**config.mk**
```make
export PLATFORM = sky130hd
export DESIGN_NAME = new_pc_unit
export DESIGN_NICKNAME = d
export VERILOG_FILES = /design/src/rtl/new_pc_pkg.sv /design/src/rtl/pc_target_adder.sv /design/src/rtl/new_pc_unit.sv
export SDC_FILE = /design/constraint.sdc
export NUM_CORES = 1
export LEC_CHECK = 0
export ABC_AREA = 1
export BUFFER_PORTS_ARGS = -buffer_cell sky130_fd_sc_hd__clkbuf_2
export CORE_AREA = 2 2 121 170
export CTS_CLUSTER_SIZE = 25
export DETAILED_ROUTE_END_ITERATION = 16
export DIE_AREA = 0 0 123 172
export PLACE_DENSITY_LB_ADDON = 0.15
export SYNTH_ARGS = -nofsm -noshare
export SYNTH_HDL_FRONTEND = slang
export SYNTH_SLANG_ARGS = --single-unit
```
**constraint.sdc**
```tcl
create_clock -name clk -period 1.8 [get_ports clk]
set_clock_uncertainty 0.2 [all_clocks]
set_input_delay 0 -clock clk [delete_from_list [all_inputs] [get_ports clk]]
set_output_delay 0 -clock clk [all_outputs]
set_load 0.02 [all_outputs]
```
**src/rtl/new_pc_pkg.sv**
```systemverilog
// Shared constants and types for the next-PC generator.
package new_pc_pkg;
    localparam int XLEN     = 64;
    localparam int PC_INCR  = 4;
    localparam int BR_SHIFT = 1;

    typedef logic [XLEN-1:0] addr_t;
endpackage

```
**src/rtl/pc_target_adder.sv**
```systemverilog
// Combinational adders for the sequential successor and the branch target.
module pc_target_adder
    import new_pc_pkg::*;
#(
    parameter int XLEN = new_pc_pkg::XLEN
) (
    input  logic [XLEN-1:0] pc,
    input  logic [XLEN-1:0] imm,
    output logic [XLEN-1:0] seq_pc,
    output logic [XLEN-1:0] br_pc
);
    // imm is in halfword units; the shift drops its MSB and the sum wraps mod 2^XLEN.
    assign seq_pc = pc + XLEN'(PC_INCR);
    assign br_pc  = pc + (imm << BR_SHIFT);
endmodule

```
**src/rtl/new_pc_unit.sv**
```systemverilog
// Next-PC select and falling-edge register.
// Optional NEW_PC_ALIGN_CHECK_EN adds a registered 'misaligned' flag.
module new_pc_unit
    import new_pc_pkg::*;
#(
    parameter int XLEN = new_pc_pkg::XLEN
) (
    input  logic            clk,
    input  logic            reset,
    input  logic            Branch,
    input  logic            Zero,
    input  logic [XLEN-1:0] imm,
    input  logic [XLEN-1:0] PC,
`ifdef NEW_PC_ALIGN_CHECK_EN
    output logic            misaligned,
`endif
    output logic [XLEN-1:0] new_PC
);
    logic [XLEN-1:0] seq_pc;
    logic [XLEN-1:0] br_pc;
    logic [XLEN-1:0] new_pc_d;
    logic [XLEN-1:0] new_pc_q;

    pc_target_adder #(.XLEN(XLEN)) u_adder (
        .pc     (PC),
        .imm    (imm),
        .seq_pc (seq_pc),
        .br_pc  (br_pc)
    );

    always_comb begin
        new_pc_d = seq_pc;
        if (Branch && Zero) new_pc_d = br_pc;
    end

    // The whole datapath samples on the falling edge; reset is synchronous to it.
    always_ff @(negedge clk) begin
        if (reset) new_pc_q <= '0;
        else       new_pc_q <= new_pc_d;
    end

    assign new_PC = new_pc_q;

`ifdef NEW_PC_ALIGN_CHECK_EN
    logic misaligned_d;
    logic misaligned_q;

    always_comb begin
        misaligned_d = |new_pc_d[1:0];
    end

    always_ff @(negedge clk) begin
        if (reset) misaligned_q <= 1'b0;
        else       misaligned_q <= misaligned_d;
    end

    assign misaligned = misaligned_q;
`endif
endmodule

```
==> results of run 1 <==
## per-layer routing
metal	GRT usage, %	GRT overflow
met5	25.8	0
met4	85.9	106
met3	67.7	5
met2	98.8	195
met1	76.8	3
## metrics by stage
step | util [%] | TNS, ns
2_1_floorplan | - | -34.18
3_3_place_gp | 73.8 | -65.01
3_5_place_dp | 73.8 | -66.19
4_1_cts | 90.4 | -44.57
## what timing repair did
| action | 4_1_cts |
|---|---|
| endpoints found under the setup margin | 124 |
| resized for setup | 645 |
| pin swaps | 181 |
| setup buffers | 40 |
## Yosys cell counts, types with 7 or more instances
master | count | share of area [%]
nand2_1 | 727 | 28
inv_1 | 392 | 15
nor2_1 | 187 | 7.2
nand3_1 | 142 | 7.3
a21oi_1 | 100 | 5.2
dfxtp_1 | 64 | 13
ha_1 | 63 | 8.1
o21ai_0 | 44 | 2.3
nor3_1 | 30 | 1.5
nand4_1 | 24 | 1.5
xnor2_1 | 19 | 1.7
or2_2 | 18 | 1.2
xor2_1 | 15 | 1.4
clkbuf_1 | 14 | 0.54
nand2_2 | 8 | 0.52
nand3b_1 | 7 | 0.54
## cell families after synthesis
kind of cell | after synthesis | synth area share, %
and+or+nand+nor | 1173 | 50.5
buffers and inverters | 413 | 16.0
AOI/OAI and AO/OA | 163 | 8.87
adders and majority gates | 64 | 8.33
DFF | 64 | 13.2
xor gates and xnor gates | 34 | 3.07
==> run summary, run 1 <==
The maximum level of the CTS H-tree is 3. The sequential area share after synthesis came out at 13.2%. The number of hold buffers added after CTS was 0. The run ended at 5_1_grt. The async set or reset register ratio after synthesis is 0%.

The tool reported: "[ERROR GRT-0116] Global routing finished with congestion. Check the congestion regions in the DRC Viewer". The cell count after synthesis came out at 1911. The routability congestion estimate came out at 1.07. The global-route wire length before repair came out at 132 mm. The total overflow reported by the global router is 309. The count of buffers added on input and output ports is 194.

The run stopped with a tool error. In this run the cell area of the synthesized design comes to 9710 µm². Counting tap cells, the placed design contains a total of 2651 instances. During synthesis, Yosys emitted a total of 0 warnings. The chip height came out at 172 µm. The number of nets in the synthesized netlist is 2107. The number of flops mapped to enable cells by yosys came out at 0. The root buffer cell chosen for the clock tree is clkbuf_16. The mean instance size in the synthesized netlist is 5.08 µm². The clock sink total came out at 64. The number of global-route vias before repair came out at 19900.

The post-synthesis register bit count is 64. The overall track demand over capacity in global routing is 81.0%. The die is 123 µm wide.

The maximum count of clock buffers along a single path is 2. The area after detailed placement came out at 14500 µm². The number of top-level pins is 196.

The unique cell type count in the Yosys netlist came out at 39. The maximum number of pins on one net before global-route repair is 38. In the synthesized netlist the dominant register cell turns out to be dfxtp_1. The number of clock buffers inserted by TritonCTS came out at 9. The count of standard-cell rows came out at 61.

The initial utilization of the core area, before any placement, comes to 49.3%. The worst slack after detailed placement is -1.32 ns. The HPWL after detailed placement came out at 41.6 mm.
==> run 2, diff against run 1 <==
--- a/config.mk
+++ b/config.mk
@@ -7,10 +7,9 @@
 export LEC_CHECK = 0
 export ABC_AREA = 1
 export BUFFER_PORTS_ARGS = -buffer_cell sky130_fd_sc_hd__clkbuf_2
-export CORE_AREA = 2 2 121 170
-export CTS_CLUSTER_SIZE = 25
+export CORE_AREA = 2 2 170 172
 export DETAILED_ROUTE_END_ITERATION = 16
-export DIE_AREA = 0 0 123 172
+export DIE_AREA = 0 0 172 174
 export PLACE_DENSITY_LB_ADDON = 0.15
 export SYNTH_ARGS = -nofsm -noshare
 export SYNTH_HDL_FRONTEND = slang
==> constraint.sdc (replaced) <==
create_clock -name clk -period 2.3 [get_ports clk]
set_clock_uncertainty 0.2 [all_clocks]
set_input_delay 0 -clock clk [delete_from_list [all_inputs] [get_ports clk]]
set_output_delay 0 -clock clk [all_outputs]
set_load 0.02 [all_outputs]
==> run 2 against run 1 <==
The flow now finishes, with violations (setup timing). Synthesized area is the same. Synthesized cell count is the same.
==> run summary, run 2 <==
The flow ran to the end, but the final reports show violations. The checks that failed: setup timing. The number of hold violations in the final report is 0.

The path with the worst hold slack has its endpoint at new_PC[0]. After filler insertion, the fill cell instance count of the layout stands at 2612. The final critical-path setup slack came out at -0.505 ns.

After legalization and detailed placement, the total HPWL measured 44.5 mm. The async set or reset register ratio after synthesis came out at 0%. The final antenna-violating net count came out at 0. The share of the core filled with cells is 66.9%. The quantity of hold-fixing buffers added after cts came out at 0.

The total overflow reported by the global router is 0. The overall track demand over capacity in global routing came out at 35.5%. The post-synthesis register bit count is 64.

The number of nets in the synthesized netlist came out at 2107. The number of buffer and inverter instances along the worst setup path is 3. The count of standard-cell rows is 62. The area overhead of the layout relative to synthesis is 94.5%. The number of warnings reported in the yosys synthesis log is 0. The share of final-layout standard cells stronger than drive strength 1 is 49.9%.

The final routed wire length divided by cell count is 18.4 µm. The sequential area share after synthesis is 13.2%. The area of the multi-input gates is 10500 µm². The die is 172 µm wide. By startpoint and endpoint, the worst setup path is classified as input port to flip-flop. In the synthesized netlist, the cells that appear most often are nand2_1 (727), inv_1 (392), nor2_1 (187). The number of buffers inserted by port buffering came out at 194.

The power per unit of standard cell area is 386 nW/µm². For this design the static power due to leakage is 10.0 nW. The detailed-route via count came out at 14600. The final count of negative-setup-slack endpoints is 60.

The register area is 1300 µm². The worst hold slack is 0.751 ns. The relative slew slack came out at 56.0%. The sum of routed wire length over all layers is 54.2 mm. The number of top-level pins came out at 196.

Ranked by total cell area, the synthesized netlist is headed by nand2_1 (28%), inv_1 (15%), dfxtp_1 (13%). The number of maximum-capacitance violations is 0. The area share of the largest cell type after synthesis is 28.1%. The largest driver fanout on the critical path came out at 4. In the routed layout, each cell is associated on average with a via count of 4.98. The initial standard-cell utilization of the core is 34.4%. The core outline area is 28200 µm². The most common flop cell mapped by yosys is dfxtp_1. The die area came out at 29900 µm².

The maximum count of clock buffers along a single path came out at 2. The biggest area contributor in the post-synthesis netlist is nand2_1. The routability congestion estimate came out at 0.983. The number of flops mapped to enable cells by yosys came out at 0.

Leaving out fill and tap cells, the most frequent cells in the layout are nand2_1 (483), inv_1 (398), buf_4 (336), nand2_2 (175), clkbuf_2 (132). The cell chosen for the clock root is clkbuf_16. The post-detailed-route DRC marker count came out at 0. For this run, the post-layout net count is 2747. The signal arrival time at the worst endpoint is 1.78 ns. The library cell used most frequently in the layout, excluding fill and tap cells, is nand2_1. The netlist area before placement came out at 9710 µm². The global-route wire length before repair is 79.2 mm.

For this run, global-route usage on met1 was measured as 52.4%. The signal on the critical path passes through clkbuf_8, ha_4, nand2_2, inv_2, nand2_2, nor3_1, buf_4, nand2_2, nor2_4, nand2_4, nand4_1, nand3_2, a21oi_2. The pre-antenna-repair detailed-routing pass consisted of 5 iterations. In this design, the stage delay of the slowest critical-path cell is 0.33 ns. The critical path's top delay family is simple AND/OR/NAND/NOR gates. At the worst endpoint, the required time is 1.28 ns.

The maximum number of pins on one net before global-route repair is 38. The maximum level of the CTS H-tree is 3. Among all stages on the critical path, the largest delay is contributed by ha_4.

Across the VDD grid, the largest voltage drop is 363 µV. Each instance of the synthesized netlist takes up on average 5.08 µm². In this run the most critical hold path is launched from PC[0]. Setup repair after global routing could not meet its margin everywhere. The register with the most flip-flops in the layout has 64 of them. The number of pins exceeding their max-slew limit in the final report came out at 0.

In this run the most used layer during global routing was met2. The most numerous cell type found on the critical path is nand2_2. The instance count of the mapped netlist came out at 1911.

The worst hold-check path type is input port to flip-flop. The most common cell in the synthesized netlist is nand2_1. The global routing met2 resource utilization came out at 53.5%. The instance count along the most critical hold path is 3. The first routing iteration left 975 violations. The die is 174 µm tall. After clock tree synthesis, the clock-pin slew on the worst setup and hold paths is 0.03 ns. The number of global-route vias before repair is 14000.

The global-route met3 utilization came out at 4.37%. For this design, the sink count on the clock tree is 64. The initial antenna violation count is 0. TritonCTS built the clock tree. The number of antenna cells inserted came out at 0. The transition time at the pin with the least slew margin is 0.659 ns. The worst setup path is launched from an input port. After synthesis, the netlist uses 39 different library cells.

STA classifies the critical path endpoint as a flip-flop. TritonCTS created 9 clock buffers.
[run 2: cell counts after synthesis]
Identical to the previous run, type by type.
[run 2: logic make-up (layout without fill, tap and decap cells)]
family                     after synthesis  in the layout  share of synthesized area, %
adders and majority gates               64             64                          8.33
buffers and inverters                  413           1058                          16.0
AOI/OAI and AO/OA                      163            163                          8.87
xor gates and xnor gates                34             34                          3.07
DFF                                     64             64                          13.2
and+or+nand+nor                       1173           1173                          50.5
[run 2: final cells by class]
class | instances | share of cell area [%]
clock inverter | 71 | 1.64
timing repair buffer | 584 | 24.3
tap | 384 | 2.54
clock buffer | 9 | 1.19
multi-input combinational | 1434 | 55.4
sequential | 64 | 6.88
inverter | 394 | 7.99
[run 2: worst max path at each step]
stage	slack, ns	endpoint	from	cells past startpoint
2_1_floorplan	-0.51	new_PC[61]	imm[0]	14
3_3_place_gp	-1.12	new_PC[49]	PC[1]	14
3_5_place_dp	-1.12	new_PC[49]	PC[1]	14
4_1_cts	-0.49	new_PC[33]	PC[1]	14
5_1_grt	-0.53	new_PC[49]	PC[24]	13
6_report	-0.51	new_PC[49]	PC[24]	13
[run 2: report_power, final]
part	internal [mW]	total [mW]	leakage [nW]	switching, mW
clock network	0.989	1.94	0.489	0.947
logic	1.74	4.10	9.02	2.36
registers	1.21	1.25	0.536	0.0439
total	3.94	7.29	10.0	3.35
[run 2: routing by layer]
metal  up-vias  part of all wire (%)
li1       7145                     -
met1      6788                    46
met2       610                    43
met3        85                   8.3
met4         0                   2.6
met5         -                     0
[run 2: repair_timing]
| item | in CTS | in global routing |
|---|---|---|
| hold endpoints to repair | 0 | 0 |
| setup buffers | 39 | 23 |
| setup endpoints to repair | 70 | 67 |
| gates resized for setup | 484 | 345 |
| pin swaps | 142 | 146 |
[run 2: through the flow]
step	setup TNS [ns]	instances	cell area, µm²	power (mW)	setup slack, ns
floorplan	-19.03	1911	10900	3.06	-0.512
global placement	-53.02	2813	14900	4.50	-1.12
detailed placement	-53.58	2813	14900	4.52	-1.12
CTS	-19.51	2925	17600	6.86	-0.488
global route	-24.74	2940	18900	7.73	-0.533
finish	-20.64	2940	18900	7.29	-0.505
Power figures use the tool's default switching activity.
==> run 3, diff against run 2 <==
==> constraint.sdc (replaced) <==
create_clock -name clk -period 2.3 [get_ports clk]
set_clock_uncertainty 0.2 [all_clocks]
set_input_delay 0 -clock clk [delete_from_list [all_inputs] [get_ports clk]]
set_output_delay 0 -clock clk [all_outputs]
set_load 0.005 [all_outputs]
==> run 3 against run 2 <==
The run still ends with setup timing left. Sequential power about the same. First-iteration DRC count decreased by 1.5%. Die area stayed put. Sequential share of layout area fell by 0.13 points. Critical path depth unchanged. Flip-flop and latch count is the same. Wire length is 1.1% higher. Global-route usage decreased by 0.055 points. Worst setup slack gained 0.012 ns. Cell count about the same. Power decreased by 0.43%. Largest cell class unchanged.
==> run summary, run 3 (synthesis gave the netlist of run 2 again) <==
The setup TNS is -20.96 ns. The switching part of the total power is 45.5%. The initial antenna violation count came out at 1.

The final reports fail on setup timing. For this design, the slowest cell found on the critical path is ha_4. Global routing finished with a remaining overflow of 0. The power per unit of standard cell area is 380 nW/µm².

The leakage power figure came out at 10.1 nW. The largest driver fanout on the critical path is 4. The die area came out at 29900 µm². TritonCTS built the clock tree. The count of standard-cell rows is 62. Global routing used 53.3% of the available met2 tracks. The worst hold-check path type is input port to flip-flop. The first global-routing pass estimated 79.1 mm of wire. The number of top-level pins is 196. After detailed routing, the number of vias per cell comes to 4.98.

The maximum number of pins on one net before global-route repair came out at 38. The quantity of hold-fixing buffers added after cts is 0. The count of nets after finishing is 2745. The instance count along the most critical hold path is 3.

The final layout contains routed wiring with a total length of 54.8 mm. STA classifies the critical path endpoint as a flip-flop. The category of the worst setup path launch point is an input port. The first routing iteration left 960 violations.

The number of global-route vias before repair came out at 14000. In the layout the commonest cells are nand2_1 (466), inv_1 (397), buf_4 (327), nand2_2 (176), clkbuf_2 (143). Detailed placement finished with a half-perimeter wire length of 44.5 mm. The worst slack after detailed placement is -1.12 ns.

Compared with the post-synthesis result, the final layout area differs by 96.8%. In the final routed layout, each cell accounts on average for 18.7 µm. The number of maximum-capacitance violations is 0. In the global route stage, met1 resource usage came out at 52.4%. Routability-driven placement finished with a final weighted congestion of 0.983. The global-route met3 utilization is 4.35%.

0 antenna diodes ended up in the layout. The critical path start-end classification is input port to flip-flop. The fraction of power consumed by combinational cells is 56.1%. The part of the total power dissipated in the clock network is 26.6%. The final antenna-violating net count came out at 0. The initial standard-cell utilization of the core is 34.4%. Summed over all nets, the switching power comes to 3.30 mW. The share of final-layout standard cells stronger than drive strength 1 is 51.2%. The highest cell delay on the worst timing path came out at 0.26 ns. The cell-internal power came out at 3.95 mW. The clock sink total came out at 64. Counting the buffers created by CTS gives 9. The final critical-path setup slack is -0.494 ns.

The total of fill cells in the finished design came out at 2570. Setup repair after global routing could not meet its margin everywhere. The post-detailed-route DRC marker count is 0.

Across the VDD grid, the largest voltage drop is 356 µV. Per report_power, the sequential group accounts for 17.3% of the total. The critical path goes through clkbuf_8, ha_4, nand2_2, inv_2, nand2_2, inv_1, a21oi_1, buf_4, o21bai_4, buf_4, o21ai_2, nand3_2, a21oi_2. The number of pins exceeding their max-slew limit in the final report is 0.

The number of hold violations in the final report came out at 0. The flip-flop count of the largest register after layout is 64. Leaving out fill and tap cells, the most frequent cell in the layout is nand2_1. The chip height is 174 µm. The post-CTS clock slew at the launch and capture registers of the worst setup and hold paths is 0.03 ns. The final count of negative-setup-slack endpoints came out at 59. The maximum count of clock buffers along a single path is 2. The number of iterations in the first detailed-routing pass is 5.

The overall track demand over capacity in global routing is 35.4%. Across all layers, the routed design uses 14600 vias. The maximum level of the CTS H-tree came out at 3. For the pin with the worst max-slew slack, the measured transition is 0.689 ns. The cell chosen for the clock root is clkbuf_16. The die outline width is 172 µm. The relative slew slack came out at 54.1%. The number of buffers inserted by port buffering came out at 194.

The core outline area is 28200 µm². For the worst setup path, the data required time is 1.27 ns. The layer flagged by global routing as most heavily used is met2. The flow ran to the end, but the final reports show violations.

At the worst endpoint, the arrival time is 1.76 ns.
[run 3: cell types whose count changed in the layout (fill, tap and decap cells not counted), moves of 7 or more]
cell and delta:
clkbuf_8 -8, nand2_4 +15, clkbuf_2 +11, buf_4 -9, nand3_1 -7, nor2_4 +7
nand2_1 -17
[run 3: area by class of cell]
class                      instances  area [µm²]  area share [%]
timing repair buffer             582        4540            23.8
sequential                        64        1290            6.75
clock buffer                       9         225            1.18
clock inverter                    71         309            1.62
tap                              384         480            2.51
inverter                         394        1510            7.89
multi-input combinational       1434       10800            56.3
[run 3: final timing paths]
kind                from          to  slack (ns)
setup / recovery  PC[24]  new_PC[33]       -0.49
hold / removal     PC[0]   new_PC[0]        0.75
[run 3: per-stage QoR]
step	area (µm²)	std cells	utilization [%]	hold slack, ns	total power [mW]
after floorplan	10900	1911	-	1.06	2.95
after global placement	14900	2813	52.9	1.15	4.40
after detailed placement	14900	2813	52.9	1.15	4.42
after CTS	17500	2925	62.0	0.745	6.74
after global routing	19100	2938	67.7	0.751	7.68
final	19100	2938	67.7	0.749	7.25
[run 3: per-layer routing]
layer | share of wire [%] | vias to the layer above
met4 | 2.1 | 2
met2 | 44 | 566
met5 | 0.013 | -
li1 | - | 7138
met3 | 8.0 | 76
met1 | 46 | 6863
[run 3: power by group through the flow]
stage               Clock (mW)  Sequential [mW]  Combinational, mW
finish                    1.93             1.25               4.07
global route              2.09             1.26               4.33
CTS                       1.97             1.25               3.52
detailed placement       0.172             1.26               2.98
global placement         0.172             1.26               2.97
floorplan                0.172             1.26               1.53
[run 3: critical path: cells and delay by family]
family                     cells  cell delay (ns)
adders and majority gates      1             0.26
AOI/OAI and AO/OA              4             0.54
and+or+nand+nor                3             0.35
buffers and inverters          5             0.58
[run 3: timing repair]
action,4_1_cts,5_1_grt
gates resized for setup,460,418
buffers inserted,39,23
setup endpoints to repair,64,62
pin swaps,142,175
